$ cat config.mk
export PLATFORM = sky130hd
export DESIGN_NAME = chu_sampler_fifo_core
export DESIGN_NICKNAME = d
export VERILOG_FILES = /design/src/rtl/chu_sampler_fifo_core.sv
export SDC_FILE = /design/constraint.sdc
export NUM_CORES = 1
export LEC_CHECK = 0
export CAP_MARGIN = 20
export CORE_AREA = 2 2 295 297
export CTS_BUF_LIST = sky130_fd_sc_hd__clkbuf_4
export DETAILED_ROUTE_END_ITERATION = 6
export DIE_AREA = 0 0 297 299
export PLACE_DENSITY_LB_ADDON = 0.25
export SLEW_MARGIN = 25
export SYNTH_ARGS = -nofsm -noshare
export SYNTH_HDL_FRONTEND = slang
export SYNTH_SLANG_ARGS = --single-unit
$ cat constraint.sdc
create_clock -name clk -period 4.1 [get_ports clk]
set_clock_uncertainty 0.15 [all_clocks]
set_input_delay 0.82 -clock clk [delete_from_list [all_inputs] [get_ports clk]]
set_output_delay 0.82 -clock clk [all_outputs]
set_load 0.02 [all_outputs]
$ cat src/rtl/chu_sampler_fifo_core.sv
// ---------------------------------------------------------------------------
// chu_sampler_fifo_core
//
// Multi-channel sampler slot core. At a programmable tick rate, all N_CH
// channel inputs are snapshotted together, and then pushed into an internal
// FIFO one channel per cycle. The FIFO head is read and popped over the
// slot bus. Capture runs either continuously or as a triggered burst.
//
// Ports
//   clk       system clock
//   reset     asynchronous active-low reset
//   cs        slot select
//   read      slot read strobe (reads have no side effects)
//   write     slot write strobe
//   addr      register address
//   wr_data   write data
//   rd_data   read data, combinational from addr
//   din       channel inputs, channel k = din[k*W +: W]
//   ext_trig  external trigger (rising edge is used)
//   irq       level interrupt: done, or FIFO count at/above threshold
//
// Register map
//   0 W CTRL   {clear[4], ovw[3], trig_src[2], mode[1], en[0]}
//   0 R STATUS {count[31:16], state[5:4], done[3], overflow[2], full[1], empty[0]}
//   1 RW       prescale P
//   2 RW       {threshold[31:16], burst_len[15:0]}
//   3 W/R      software trigger / FIFO head {valid, ch_id[30:28], sample}
//   4 W        pop
//   5 W        {clr_done[1], clr_overflow[0]}
// ---------------------------------------------------------------------------
module chu_sampler_fifo_core #(
    parameter int N_CH      = 4,
    parameter int W         = 12,
    parameter int DEPTH_BIT = 6,
    parameter int PRESC_W   = 24
) (
    input  logic              clk,
    input  logic              reset,
    input  logic              cs,
    input  logic              read,
    input  logic              write,
    input  logic [4:0]        addr,
    input  logic [31:0]       wr_data,
    output logic [31:0]       rd_data,
    input  logic [N_CH*W-1:0] din,
    input  logic              ext_trig,
    output logic              irq
);

    localparam int DEPTH = 1 << DEPTH_BIT;
    localparam int CW    = DEPTH_BIT + 1;   // count spans 0..DEPTH
    localparam int EW    = 3 + W;           // {ch_id, sample}

    // Smallest terminal count: one tick must leave room for a full scan.
    localparam logic [PRESC_W-1:0] MIN_TERM = PRESC_W'(N_CH - 1);

    typedef enum logic [1:0] {
        IDLE  = 2'd0,
        ARMED = 2'd1,
        RUN   = 2'd2,
        SCAN  = 2'd3
    } state_t;

    // Bus decodes
    logic wr_en, ctrl_wr, clr, trig_wr, pop_wr, flag_wr;
    assign wr_en   = cs & write;
    assign ctrl_wr = wr_en && (addr == 5'd0);
    assign clr     = ctrl_wr & wr_data[4];
    assign trig_wr = wr_en && (addr == 5'd3);
    assign pop_wr  = wr_en && (addr == 5'd4);
    assign flag_wr = wr_en && (addr == 5'd5);

    // The read strobe carries no side effects in this slot.
    logic unused_read;
    assign unused_read = read;

    // Configuration registers
    logic               en, mode, trig_src, ovw;
    logic [PRESC_W-1:0] presc;
    logic [15:0]        burst_len, thresh;
    logic               ext_trig_d;

    // Sequencer state
    state_t             state;
    logic [PRESC_W-1:0] cnt;
    logic [15:0]        burst_cnt;
    logic [2:0]         idx;
    logic [N_CH*W-1:0]  snap;
    logic               done;

    // FIFO
    logic [EW-1:0]        mem [DEPTH];
    logic [DEPTH_BIT-1:0] rd_ptr, wr_ptr;
    logic [CW-1:0]        count;
    logic                 overflow;

    // -----------------------------------------------------------------------
    // Configuration registers
    // -----------------------------------------------------------------------
    // NOTE: sequential state uses non-blocking assignments so every register
    // samples pre-edge values regardless of block ordering.
    always_ff @(posedge clk or negedge reset) begin
        if (!reset) begin
            en         <= 1'b0;
            mode       <= 1'b0;
            trig_src   <= 1'b0;
            ovw        <= 1'b0;
            presc      <= '0;
            burst_len  <= '0;
            thresh     <= '0;
            ext_trig_d <= 1'b0;
        end else begin
            if (ctrl_wr) begin
                en       <= wr_data[0];
                mode     <= wr_data[1];
                trig_src <= wr_data[2];
                ovw      <= wr_data[3];
            end
            if (wr_en && addr == 5'd1) presc <= wr_data[PRESC_W-1:0];
            if (wr_en && addr == 5'd2) begin
                burst_len <= wr_data[15:0];
                thresh    <= wr_data[31:16];
            end
            ext_trig_d <= ext_trig;
        end
    end

    // -----------------------------------------------------------------------
    // Sequencer
    // -----------------------------------------------------------------------
    logic [PRESC_W-1:0] term;
    logic [15:0]        len_eff;
    logic               tick, last_ch, trig, stop;

    assign term    = (presc > MIN_TERM) ? presc : MIN_TERM;
    assign tick    = (state == RUN || state == SCAN) && (cnt >= term);
    assign last_ch = (idx == 3'(N_CH - 1));
    assign len_eff = (burst_len == 16'd0) ? 16'd1 : burst_len;
    assign trig    = trig_src ? (ext_trig & ~ext_trig_d) : trig_wr;
    // A CTRL write with en=0 aborts in the same cycle it lands.
    assign stop    = ctrl_wr ? ~wr_data[0] : ~en;

    always_ff @(posedge clk or negedge reset) begin
        if (!reset) begin
            state     <= IDLE;
            cnt       <= '0;
            burst_cnt <= '0;
            idx       <= '0;
            snap      <= '0;
            done      <= 1'b0;
        end else begin
            if (flag_wr && wr_data[1]) done <= 1'b0;

            case (state)
                IDLE: begin
                    cnt <= '0;
                    // Leaving IDLE needs an explicit CTRL write, so a finished
                    // burst stays parked even though en is still set.
                    if (ctrl_wr && wr_data[0]) begin
                        state     <= wr_data[1] ? ARMED : RUN;
                        burst_cnt <= '0;
                        idx       <= '0;
                    end
                end
                ARMED: begin
                    cnt <= '0;
                    if (trig) state <= RUN;
                end
                RUN: begin
                    cnt <= tick ? '0 : cnt + PRESC_W'(1);
                    if (tick) begin
                        snap      <= din;
                        idx       <= '0;
                        burst_cnt <= burst_cnt + 16'd1;
                        state     <= SCAN;
                    end
                end
                SCAN: begin
                    cnt <= tick ? '0 : cnt + PRESC_W'(1);
                    if (last_ch) begin
                        if (mode && burst_cnt >= len_eff) begin
                            done  <= 1'b1;
                            state <= IDLE;
                        end else if (tick) begin
                            // Minimum period: next tick lands on the last scan
                            // cycle, so rescan back-to-back.
                            snap      <= din;
                            idx       <= '0;
                            burst_cnt <= burst_cnt + 16'd1;
                        end else begin
                            state <= RUN;
                        end
                    end else begin
                        idx <= idx + 3'd1;
                    end
                end
            endcase

            if (stop) state <= IDLE;

            if (clr) begin
                cnt       <= '0;
                burst_cnt <= '0;
                done      <= 1'b0;
            end
        end
    end

    // -----------------------------------------------------------------------
    // FIFO
    // -----------------------------------------------------------------------
    logic [W-1:0] cur_sample;
    logic         empty, full, push, pop, mem_we;

    // NOTE: every always_comb output gets a default first so no latch forms.
    always_comb begin
        cur_sample = '0;
        for (int k = 0; k < N_CH; k++) begin
            if (idx == 3'(k)) cur_sample = snap[k*W +: W];
        end
    end

    assign empty  = (count == '0);
    assign full   = (count == CW'(DEPTH));
    assign push   = (state == SCAN);
    assign pop    = pop_wr && !empty;
    // On a full FIFO the write proceeds only if a slot is freed by a pop or
    // by dropping the oldest entry.
    assign mem_we = push && !clr && (!full || pop || ovw);

    always_ff @(posedge clk or negedge reset) begin
        if (!reset) begin
            rd_ptr   <= '0;
            wr_ptr   <= '0;
            count    <= '0;
            overflow <= 1'b0;
        end else if (clr) begin
            rd_ptr   <= '0;
            wr_ptr   <= '0;
            count    <= '0;
            overflow <= 1'b0;
        end else begin
            if (flag_wr && wr_data[0]) overflow <= 1'b0;
            if (push && full && !pop)  overflow <= 1'b1;
            if (mem_we) wr_ptr <= wr_ptr + DEPTH_BIT'(1);
            if (pop || (push && full && ovw)) rd_ptr <= rd_ptr + DEPTH_BIT'(1);
            if (push && !pop && !full)   count <= count + CW'(1);
            else if (pop && !push)       count <= count - CW'(1);
        end
    end

    // NOTE: the storage array has no reset; pointers and count alone decide
    // which entries are valid.
    always_ff @(posedge clk) begin
        if (mem_we) mem[wr_ptr] <= {idx, cur_sample};
    end

    // -----------------------------------------------------------------------
    // Read mux and interrupt
    // -----------------------------------------------------------------------
    logic [EW-1:0] head;
    assign head = mem[rd_ptr];

    always_comb begin
        rd_data = '0;
        case (addr)
            5'd0: begin
                rd_data[31:16] = 16'(count);
                rd_data[5:4]   = state;
                rd_data[3]     = done;
                rd_data[2]     = overflow;
                rd_data[1]     = full;
                rd_data[0]     = empty;
            end
            5'd1: rd_data = 32'(presc);
            5'd2: rd_data = {thresh, burst_len};
            5'd3: begin
                if (!empty) begin
                    rd_data[31]    = 1'b1;
                    rd_data[30:28] = head[EW-1 -: 3];
                    rd_data[W-1:0] = head[W-1:0];
                end
            end
            default: rd_data = '0;
        endcase
    end

    assign irq = done | ((thresh != 16'd0) && (16'(count) >= thresh));

endmodule

### Word level (Yosys, flattened, before mapping)

Memories as Yosys holds them, arrays and structs flattened.
Index checks and enable logic that the tools add are counted.

| cells by class | value |
|---|---|
| eq/ne operators | 24 |
| reductions and logical operators | 49 |
| $lt $le $gt $ge | 4 |
| bitwise logic cells | 7 |
| add/subtract/negate cells | 7 |
| muxes and demuxes | 59 |

Operator list:

| cell | count |
|---|---|
| 2-to-1 mux 48 bit | 3 |
| 2-to-1 mux 16 bit | 6 |
| one-hot mux 48 bit (2 select lines) | 1 |
| 2-to-1 mux 24 bit | 3 |
| 2-to-1 mux 12 bit | 5 |
| one-hot mux 16 bit (3 select lines) | 1 |
| one-hot mux 24 bit (2 select lines) | 1 |
| one-hot mux 12 bit (3 select lines) | 1 |
| adder 24 x 1 -> 24 bit (second input constant) | 1 |
| greater-or-equal comparator 24 bit | 1 |
| greater-than comparator 24 x 2 -> 1 bit (second input constant) | 1 |
| 2-to-1 mux 6 bit | 4 |
| inequality test 3 bit (second input constant) | 8 |
| one-hot mux 6 bit (4 select lines) | 1 |
| logical AND 1 bit | 21 |
| 2-to-1 mux 7 bit | 3 |
| one-hot mux 6 bit (3 select lines) | 1 |
| adder 16 x 1 -> 16 bit (second input constant) | 1 |
| greater-or-equal comparator 16 bit | 1 |
| greater-or-equal comparator 7 x 16 -> 1 bit | 1 |
| logical NOT 16 bit | 1 |
| 2-to-1 mux 2 bit | 8 |
| one-hot mux 4 bit (2 select lines) | 2 |
| nonzero test 16 bit | 1 |
| 35 further kinds | 73 |

| word-level totals | value |
|---|---|
| bits in registers | 175 |
| memories | 1 |
| bits in writable memories | 960 |

Memory list:

| memory | depth | bits a word | read ports | clocked after Yosys merged registers in | wr ports | line | source |
|---|---|---|---|---|---|---|---|
| mem | 64 | 15 | 1 | 0 | 1 | 92 | `logic [EW-1:0] mem [DEPTH];` |

### Logic depth before layout (Yosys ltp)

Gate-level depths: netlist of run 1.

| depth | value |
|---|---|
| word-level depth | 9 |
| gate-level depth with buffers | 14 |
| depth with buffers taken out | 13 |

### Worst setup path before layout of run 1

Ideal clock, no wire load.

| timing path | value |
|---|---|
| kind | register to register |
| from | reg idx[1] |
| to | mem mem[0][10] (netlist name) (data pin) |
| stages on the path, launching flop included | 6 |
| path buffers | 2 |
| path slack | -237 ps |
| arrival | 3,687 ps |
| data required time | 3,451 ps |
| cell sequence | dfrtp_1 ha_1 clkbuf_1 buf_1 mux2i_1 nor2_1 |

| between the ends | value |
|---|---|
| cells in the longest elaborated chain, start to end | 5 |
| elaborated cells between the ends (all ways) | 8 |
| those cells by class | 3 x eq/ne; 4 x mux; 1 x reduce/logical |

RTL lines:

| item | line | source |
|---|---|---|
| from (decl) | 87 | `logic [2:0] idx;` |
| from (signal assigned) | 194 | `idx <= idx + 3'd1;` |
| logical NOT 3 bit | 219 | `if (idx == 3'(k)) cur_sample = snap[k*W +: W];` |
| 2-to-1 mux 12 bit (3 in a row) | 219 |  |
| 2-to-1 mux 12 bit (*) | 219 |  |
| via cur_sample[10] | 212 | `logic [W-1:0] cur_sample;` |
| to (decl) | 92 |  |

The timed path passes the listed nets; every way through them passes the cells marked *.

### Final worst setup path of run 1

| timing path | value |
|---|---|
| from | reg rd_ptr[0] |
| to | out rd_data[4] |

| between the ends | value |
|---|---|
| cells in the longest elaborated chain, start to end | 3 |

RTL lines:

| item | line | source |
|---|---|---|
| from (decl) | 93 | `logic [DEPTH_BIT-1:0] rd_ptr, wr_ptr;` |
| from (signal assigned) | 246 | `if (pop \|\| (push && full && ovw)) rd_ptr <= rd_ptr + DEPTH_BIT'(1);` |
| memory (64 x 15 bit) | -- |  |
| 2-to-1 mux 12 bit | 278 | `if (!empty) begin` |
| one-hot mux 6 bit (4 select lines) | 266 | `case (addr)` |
| to (decl) | 44 | `output logic [31:0] rd_data,` |

Every way passes these cells.

==> reports/results.ini, run 1 <==
[cells_and_area]
layout-drive-gt1-share=0.360
area_growth_pct=20.2
regArea_um2=33200
multi_input_area_um2=12900
fillCellCount=5894
final_cell_area_um2=56100
num-nets-final=3264

[yosys]
synth_area_leaders=edfxtp_1 62%, mux4_2 14%, dfrtp_1 9.4%
synth_top_family_by_area=multiplexers
syn-num-nets=2679
synth_top_area_cell=edfxtp_1
synth.area.mux_share=0.172
synth_edf_count=960
synth_ff_type=edfxtp_1
ys_seq_area_frac=0.711
yosysUniqueCellTypes=67
synth_cells=2527
synth_top_cell_area_share=0.617
yosysWarnings=0
yosys-top-cells-count=960 x edfxtp_1, 290 x mux4_2, 175 x dfrtp_1
synth-simple-area-share=0.0436
synth_compound_area_frac=0.0326
synth_adder_area_share=0.0165
synth_xor_area_frac=0.00657
synth_area_per_cell_um2=18.5
yosysMostFrequentCell=edfxtp_1
async_reset_ff_frac=0.154
syn-cell-area_um2=46700
synth_seq_cells=1135

[sta]
fmax_ghz=0.202
min_period_over_period=1.21
worstMarginPinSlew_ps=914
hold_viol_final=0
final.setup.worst_slack_ps=-843
slew_viol_final=0
max_slew_margin=0.390
min_period_ps=4940
setup_violations=15
rsz0062_at_grt=true

[setup_path]
worstSetupStartpointType=flip-flop
cp-end-kind=output port
critPathKind=flip-flop to output port
required_ps=3130
crit_arrival_ps=3970
path_max_fanout=7

[drt]
wl_um=117000
wire_per_inst_um=26.3
antenna_left=0
firstDrtPassIters=7
dr.first_iter.drc_count=2500
drc=4
avgViaCountPerCell=6.00
vias=26720

[placed_design]
placed_area_um2=51700
place_hpwl_um=74800
place_congestion=0.951
io_buffers=122

[hold_path]
holdCritPathClass=input pin to flip-flop

[floorplanning]
die_h_um=299
die_area_um2=88800
core-area_um2=85900
die_x_um=297
fp-row-count=108
pin_count=124
start_util=0.543

[power]
finalPower_mw=26.6
powerDensity_nw_per_um2=474
p_leak_nw=18.3
vdd_drop_max_mv=0.330

[cts]
clock_latency_ps=1120
cts.sinks=1135
cts_tree=done
clockBufferDepth=4
clockRootBuffer=clkbuf_4
htree_levels=5
clk_pin_slew_ps=70
numCtsBuffers=306

[grt]
grt_pass1_wl_um=174000
antenna_found_initial=2
grt_pass1_vias=27923
grt_max_degree=78
grt.total_usage=0.267
overflow=0

[status]
status=finished with violations
violations=DRC, setup timing

[job]
maxCapViolations=0

## per-layer routing
layer | part of all wire | GRT usage | routed length (um)
met1 | 0.39 | 0.347 | 45700
met2 | 0.51 | 0.446 | 60000
met3 | 0.069 | 0.0528 | 8050
met4 | 0.031 | 0.110 | 3580
met5 | 0 | 0 | 0
## flip-flops by register name, indices dropped and copies added (netlist names), 7 cells and up
| name | count |
|---|---|
| mem | 960 |
| thresh | 16 |
| cnt | 24 |
| snap | 48 |
| burst_len | 16 |
| burst_cnt | 16 |
| presc | 24 |
| count | 7 |
## report_power, final
| part | leakage, nW | internal [mW] | total [mW] | switching [mW] |
|---|---|---|---|---|
| registers | 9.81 | 12.7 | 12.9 | 0.224 |
| logic | 6.36 | 2.20 | 4.39 | 2.19 |
| clock network | 2.13 | 4.90 | 9.31 | 4.40 |
## worst max-delay path, cell delays in order (launching register included)
cell and delay [ps]:
dfrtp_4 480, buf_12 170, buf_16 140, buf_8 110, mux4_2 530, mux4_2 570, mux2i_2 240, o211ai_1 320
buf_4 280
## cell families (layout without fill, tap and decap cells)
family                     Yosys count  in the layout
AOI/OAI and AO/OA                  236            236
xor gates and xnor gates            35             35
adders and majority gates           61             61
buffers and inverters              191            960
and+or+nand+nor                    441            441
other                                0              4
muxes                              428            428
DFF                               1135           1135
## repair_timing
action	CTS	global route
resized for setup	103	38
pin swaps	24	22
hold buffers	4	0
hold endpoints to repair	106	0
setup buffers	23	13
cloned	4	2
endpoints found under the setup margin	22	100
## final timing paths
kind,from,end,slack (ps),cells past startpoint
setup / recovery,rd_ptr[0]$_DFFE_PN0P_,rd_data[4],-840,8
hold / removal,din[14],snap[14]$_DFFE_PN0P_,160,2
setup reg to reg,presc[22]$_DFFE_PN0P_,cnt[2]$_DFF_PN0_,230,17
hold reg to reg,cnt[0]$_DFF_PN0_,cnt[0]$_DFF_PN0_,350,1
max in group asynchronous,reset,idx[0]$_DFFE_PN0P_,1560,4
min in group asynchronous,reset,snap[2]$_DFFE_PN0P_,590,3
## stage by stage
stage	worst slack, ps	TNS [ps]	utilization	hold WS (ps)	instances
2_1_floorplan	420	0	-	297	2527
3_3_place_gp	-338	-2900	0.602	321	3916
3_5_place_dp	-383	-3140	0.602	335	3916
4_1_cts	-921	-12620	0.650	5.18	4438
5_1_grt	-914	-12950	0.653	49.6	4455
6_report	-843	-10980	0.653	163	4455
## area by class of cell
type | instances | share of cell area
multi-input combinational | 1201 | 0.230
inverter | 59 | 0.00404
sequential | 1135 | 0.592
clock inverter | 70 | 0.00647
clock buffer | 422 | 0.0565
antenna | 4 | 0.000178
tap | 1155 | 0.0258
timing repair buffer | 409 | 0.0846
## placed cells by master, fill, tap and decap left out, drive strengths merged, types with 36 or more instances in the layout
cell type	Yosys	final
dfrtp	175	175
mux2	84	84
mux4	290	290
inv	59	65
a21oi	64	64
edfxtp	960	960
clkinv	0	61
clkdlybuf4s50	0	104
nand2	122	122
ha	60	60
buf	65	297
o21ai	73	73
nor2	167	167
mux2i	54	54
clkbuf	67	424
nand3	36	36
Note: power is estimated with default switching activity, not from simulation.
==> run 2, diff against run 1 <==
==> constraint.sdc (replaced) <==
create_clock -name clk -period 4.9 [get_ports clk]
set_clock_uncertainty 0.15 [all_clocks]
set_input_delay 0.98 -clock clk [delete_from_list [all_inputs] [get_ports clk]]
set_output_delay 0.98 -clock clk [all_outputs]
set_load 0.02 [all_outputs]
==> run 2 against run 1 <==
- the flow finishes with violations (setup timing)
- wire length is 1.8% lower
- combinational power is 18% lower
- design area is 2.1% lower
- largest cell class unchanged
- global-route usage is 0.35 points lower
- critical endpoint is now rd_data[30]
- clock power is 15% lower
==> reports/results.ini, run 2 (synthesis gave the netlist of run 1 again) <==
[status]
status=finished with violations
violations=setup timing

[power]
vdd_drop_max_mv=0.258  ; -22%
powerDensity_nw_per_um2=407  ; -14%
p_leak_nw=17.8  ; -2.9%

[sta]
max_slew_margin=0.297  ; -0.0926
setup_tns_ps=-693  ; +10290 ps
min_period_ps=5020
worstMarginPinSlew_ps=1050  ; +139 ps
fmax_ghz=0.199
final.setup.worst_slack_ps=-119  ; +724 ps
slew_viol_final=0  ; unchanged
hold_viol_final=0  ; unchanged
min_period_over_period=1.02
setup_violations=12  ; -3
rsz0062_at_grt=true

[placed_design]
place_hpwl_um=69900  ; -6.6%
pre_cts_ws_ps=-41.1  ; +342 ps
place_congestion=0.909  ; -4.4%
io_buffers=122  ; unchanged

[setup_path]
path_max_fanout=8  ; +1
crit_arrival_ps=3890  ; -80 ps
cp-end-kind=output port
path_common_cell=mux4_2
required_ps=3770  ; +640 ps
crit_buf_inv=3  ; -1
critPathKind=flip-flop to output port
critPathSlowestCell=mux4_2
critPathMaxStageDelay_ps=590  ; +20 ps
crit_chain=buf_12 > buf_8 > mux4_2 > mux4_2 > o211ai_1 > nand3_2 > buf_6
worstSetupStartpointType=flip-flop
path_delay_family=multiplexers

[cells_and_area]
largest_reg_flops=960  ; unchanged
final_common_cell=edfxtp_1
top_regs=mem: 960 flops, snap: 48 flops
layout_common_cells=960 x edfxtp_1, 441 x clkbuf_4, 290 x mux4_2
regMostFlops=mem
layout-drive-gt1-share=0.344  ; -0.0164
area_growth_pct=17.6
num-nets-final=3169  ; -2.9%

[grt]
grt_pass1_wl_um=171000  ; -1.9%
overflow=0  ; unchanged
antenna_found_initial=1  ; -1
grt_pass1_vias=27440  ; -1.7%
grt_max_degree=92  ; +18%
grt.total_usage=0.264  ; -0.00354

[drt]
firstDrtPassIters=5  ; -2
wire_per_inst_um=26.3  ; about the same
avgViaCountPerCell=5.98  ; -0.31%
wl_um=115000  ; -1.8%
dr.first_iter.drc_count=2284  ; -8.6%
drc=0  ; -4
antenna_left=0  ; unchanged
vias=26154  ; -2.1%

[floorplanning]
die_h_um=299  ; unchanged
die_area_um2=88800  ; unchanged
start_util=0.543  ; unchanged
core-area_um2=85900  ; unchanged
fp-row-count=108  ; unchanged
pin_count=124  ; unchanged
die_x_um=297  ; unchanged

[cts]
numCtsBuffers=303  ; -0.98%
clk_pin_slew_ps=70  ; about the same
cts_tree=done
clock_latency_ps=1170  ; +50 ps
cts.sinks=1135  ; unchanged
htree_levels=5  ; unchanged
clockBufferDepth=4  ; unchanged
clockRootBuffer=clkbuf_4

[job]
maxCapViolations=0  ; unchanged

[hold_path]
holdCritPathClass=input pin to flip-flop

==> run 2: final cells by class <==
class	count	area [um^2]
fillers	5943	31000
well taps	1155	1450
diodes	1	2.50
inverters	59	221
clock buffers	441	3310
flip-flops and latches	1135	33200
repair buffers	317	3410
multi-input cells	1201	13000
clock inverters	65	357
==> run 2: routing by layer <==
layer  global-route usage  vias to the layer above  routed length [um]
met2                0.428                     1195               56900
met1                0.349                    13529               45000
li1                     -                    11274                   -
met5                    0                        -                   0
met4                0.102                        0                3280
met3               0.0633                      156                9920
==> run 2: where the power goes <==
group          internal (mW)  total (mW)  switching (mW)
clock                   4.31        7.96            3.65
sequential              10.6        10.8           0.195
combinational           1.80        3.59            1.79
total                   16.7        22.4            5.63
==> run 2: worst paths after layout <==
| check | from | end | slack [ps] | cells after the start |
|---|---|---|---|---|
| max reg2reg | presc[22]$_DFFE_PN0P_ | burst_cnt[6]$_DFFE_PN0P_ | 650 | 12 |
| max | rd_ptr[0]$_DFFE_PN0P_ | rd_data[30] | -120 | 7 |
| min in group asynchronous | reset | en$_DFFE_PN0P_ | 360 | 2 |
| min | ext_trig | ext_trig_d$_DFF_PN0_ | 170 | 1 |
| max in group asynchronous | reset | presc[21]$_DFFE_PN0P_ | 3210 | 3 |
| min reg2reg | cnt[0]$_DFF_PN0_ | cnt[0]$_DFF_PN0_ | 340 | 1 |
==> run 2: worst register-to-register path: stages, from the launching register on <==
cell and delay (ps):
dfrtp_1 420, nor4_1 600, nand4_1 170, nor4_1 350, or2_2 220, ha_1 220, nand2b_1 140, a211oi_1 230
o21ai_0 190, a211oi_4 570, a22o_2 420, o21ai_1 250, a31oi_1 250
==> run 2: timing repair <==
item | in CTS | in global routing
endpoints found under the setup margin | 15 | 15
buffers inserted | 33 | 11
hold buffers | 1 | 0
pin swaps | 22 | 21
resized for setup | 117 | 25
hold endpoints to repair | 88 | 0
cloned | 7 | 1
==> run 2: through the flow <==
stage	instance area [um^2]	util	hold WS [ps]	power, mW	std cells
6_report	54900	0.639	167	22.4	4374
5_1_grt	54900	0.639	98.5	23.3	4374
4_1_cts	54600	0.636	60.1	22.5	4359
3_5_place_dp	50100	0.583	330	13.9	3812
3_3_place_gp	50100	0.583	313	13.9	3812
2_1_floorplan	46700	-	297	13.0	2527
==> run 3, diff against run 2 <==
--- a/config.mk
+++ b/config.mk
@@ -5,11 +5,12 @@
 export SDC_FILE = /design/constraint.sdc
 export NUM_CORES = 1
 export LEC_CHECK = 0
+export ABC_AREA = 1
 export CAP_MARGIN = 20
-export CORE_AREA = 2 2 295 297
+export CORE_AREA = 2 2 300 302
 export CTS_BUF_LIST = sky130_fd_sc_hd__clkbuf_4
 export DETAILED_ROUTE_END_ITERATION = 6
-export DIE_AREA = 0 0 297 299
+export DIE_AREA = 0 0 302 304
 export PLACE_DENSITY_LB_ADDON = 0.25
 export SLEW_MARGIN = 25
 export SYNTH_ARGS = -nofsm -noshare
==> run 3 against run 2 <==
- the flow now finishes without violations
- non-clock buffer count did not move
- critical endpoint is now rd_data[0]
- combinational power rose by 100%
- sequential power rose by 30%
- largest cell class unchanged
- critical path type unchanged
- setup slack improved by 140 ps
==> reports/results.ini, run 3 <==
[status]
status=finished clean

[yosys]
yosysWarnings=0  ; unchanged
synth_top_family_by_area=simple AND/OR/NAND/NOR gates
yosysMostFrequentCell=edfxtp_1
synth_ff_type=edfxtp_1
synth_adder_area_share=0.0159  ; -0.000596
synth_area_per_cell_um2=11.4  ; -39%
synth-simple-area-share=0.138  ; +0.0945
synth_top_cell_area_share=0.595  ; -0.0223
ys_seq_area_frac=0.685  ; -0.0257
synth_compound_area_frac=0.112  ; +0.0791
synth_area_leaders=edfxtp_1 60%, dfrtp_1 9.0%, o21ai_0 6.1%
async_reset_ff_frac=0.154  ; unchanged
synth_edf_count=960  ; unchanged
synth_xor_area_frac=0.00488  ; -0.00168
synth_seq_cells=1135  ; unchanged
synth_top_area_cell=edfxtp_1
yosys-top-cells-count=960 x edfxtp_1, 716 x nor2_1, 595 x o21ai_0
yosysUniqueCellTypes=57  ; -15%
syn-num-nets=4418  ; +65%
syn-cell-area_um2=48400  ; +3.7%
synth_cells=4266  ; +69%
synth.area.mux_share=0.000697  ; -0.171

[cells_and_area]
largest_reg_flops=960  ; unchanged
final_common_cell=edfxtp_1
final_cells=6005  ; +37%
top_regs=mem: 960 flops, snap: 48 flops
area_growth_pct=15.9
layout_common_cells=960 x edfxtp_1, 714 x nor2_1, 579 x o21ai_0
layout-drive-gt1-share=0.159  ; -0.184
regMostFlops=mem
num-nets-final=4795  ; +51%

[setup_path]
required_ps=3770  ; about the same
cp-end-kind=output port
ff2ff_setup_slack_ps=1260  ; +610 ps
worstSetupStartpointType=flip-flop
path_max_fanout=21  ; +13
crit_arrival_ps=3750  ; -140 ps
critPathKind=flip-flop to output port

[sta]
rsz0062_at_grt=true
fmax_ghz=0.205  ; +2.8%
slew_viol_final=0  ; unchanged
holdWs_ps=215  ; +47.9 ps
min_period_over_period=0.996  ; -0.0282
worstMarginPinSlew_ps=1010  ; -44.1 ps
min_period_ps=4880  ; -138 ps
final.setup.worst_slack_ps=19.4  ; +138 ps
setup_tns_ps=0  ; +693 ps
hold_viol_final=0  ; unchanged
max_slew_margin=0.325  ; +0.0285
setup_violations=0  ; -12

[floorplanning]
die_x_um=302  ; +1.7%
fp-row-count=110  ; +1.9%
core-area_um2=89000  ; +3.6%
die_h_um=304  ; +1.7%
pin_count=124  ; unchanged
start_util=0.544  ; +0.000710
die_area_um2=91800  ; +3.4%

[power]
powerDensity_nw_per_um2=518  ; +27%
p_leak_nw=20.9  ; +18%
vdd_drop_max_mv=0.651  ; +150%

[cts]
clockRootBuffer=clkbuf_4
cts.sinks=1135  ; unchanged
cts_tree=done
numCtsBuffers=302  ; -0.33%
clock_latency_ps=1150  ; -20 ps
htree_levels=5  ; unchanged
clk_pin_slew_ps=70  ; about the same
clockBufferDepth=4  ; unchanged

[drt]
drc=0  ; unchanged
dr.first_iter.drc_count=3439  ; +51%
antenna_left=0  ; unchanged
wl_um=129000  ; +12%
vias=34969  ; +34%
avgViaCountPerCell=5.82  ; -2.6%
wire_per_inst_um=21.5  ; -18%
firstDrtPassIters=5  ; unchanged

[placed_design]
pre_cts_ws_ps=453  ; +494 ps
io_buffers=122  ; unchanged
place_hpwl_um=74700  ; +6.8%
place_congestion=0.902  ; -0.76%
dp.cells=5477  ; +44%

[grt]
grt_pass1_vias=33943  ; +24%
use_met3=0.0573  ; -0.00607
antenna_found_initial=1  ; unchanged
grt_max_degree=82  ; -11%
grtUsageMet1=0.380  ; +0.0310
grt.total_usage=0.281  ; +0.0178
grt.busiest_layer=met2
grt_pass1_wl_um=195000  ; +14%
overflow=0  ; unchanged
met2_usage=0.447  ; +0.0188

[hold_path]
holdCritPathClass=input pin to flip-flop

[job]
maxCapViolations=0  ; unchanged

==> run 3: worst paths after layout <==
path,from,end,cells after the start
min in group asynchronous,reset,cnt[10]$_DFF_PN0_,2
max reg2reg,idx[2]$_DFFE_PN0P_,mem[34][6]$_DFFE_PP_,5
max,rd_ptr[0]$_DFFE_PN0P_,rd_data[0],12
max in group asynchronous,reset,presc[0]$_DFFE_PN0P_,3
min,ext_trig,ext_trig_d$_DFF_PN0_,1
min reg2reg,cnt[0]$_DFF_PN0_,cnt[0]$_DFF_PN0_,1
==> run 3: kinds of logic (layout without fill, tap and decap cells) <==
| group | after synthesis | after routing |
|---|---|---|
| adders and majority gates | 61 | 61 |
| other | 0 | 2 |
| buffers and inverters | 474 | 1035 |
| AOI/OAI and AO/OA | 969 | 969 |
| xor gates and xnor gates | 27 | 27 |
| muxes | 3 | 3 |
| and+or+nand+nor | 1597 | 1597 |
| DFF | 1135 | 1135 |
==> run 3: final cells by class <==
| type | instances | area, um^2 |
|---|---|---|
| flip-flops and latches | 1135 | 33200 |
| fillers | 6819 | 32900 |
| multi-input cells | 2657 | 13500 |
| repair buffers | 317 | 3500 |
| clock buffers | 428 | 3210 |
| well taps | 1176 | 1470 |
| inverters | 228 | 882 |
| clock inverters | 60 | 265 |
| repair inverters | 2 | 25.0 |
| diodes | 2 | 5.00 |
==> run 3: worst max-delay path: stages (launching register included) <==
cell	delay (ps)
dfrtp_4	470
buf_8	210
inv_16	90
bufbuf_16	310
o21ai_0	190
o21ai_1	110
o211ai_1	380
nand2_1	210
nand3_1	150
nand2_1	100
nand2_1	80
nand2_1	100
buf_2	190
==> run 3: report_power, final <==
part | switching, mW | internal (mW) | leakage (nW) | total (mW)
sequential | 0.284 | 13.7 | 10.8 | 14.0
clock | 3.68 | 4.03 | 2.09 | 7.71
combinational | 5.62 | 1.70 | 8.03 | 7.32
==> run 3: through the flow <==
step / power, mW / util / instance area [um^2]
2_1_floorplan: 18.0 / - / 48400
3_3_place_gp: 20.8 / 0.579 / 51500
3_5_place_dp: 21.0 / 0.579 / 51500
4_1_cts: 29.0 / 0.628 / 55900
5_1_grt: 30.3 / 0.630 / 56100
6_report: 29.1 / 0.630 / 56100
==> run 3: per-layer routing <==
metal	up-vias	routed length (um)	share of wire
met5	-	0	0
met4	0	4680	0.036
met3	253	12600	0.097
met2	1723	61000	0.47
met1	16894	51000	0.39
li1	16099	-	-
==> run 3: what timing repair did <==
item,4_1_cts,5_1_grt
buffers inserted,16,3
pin swaps,17,20
endpoints found under the setup margin,15,15
endpoints found under the hold margin,78,0
gates resized for setup,111,38
hold buffers,1,0
cloned,14,4
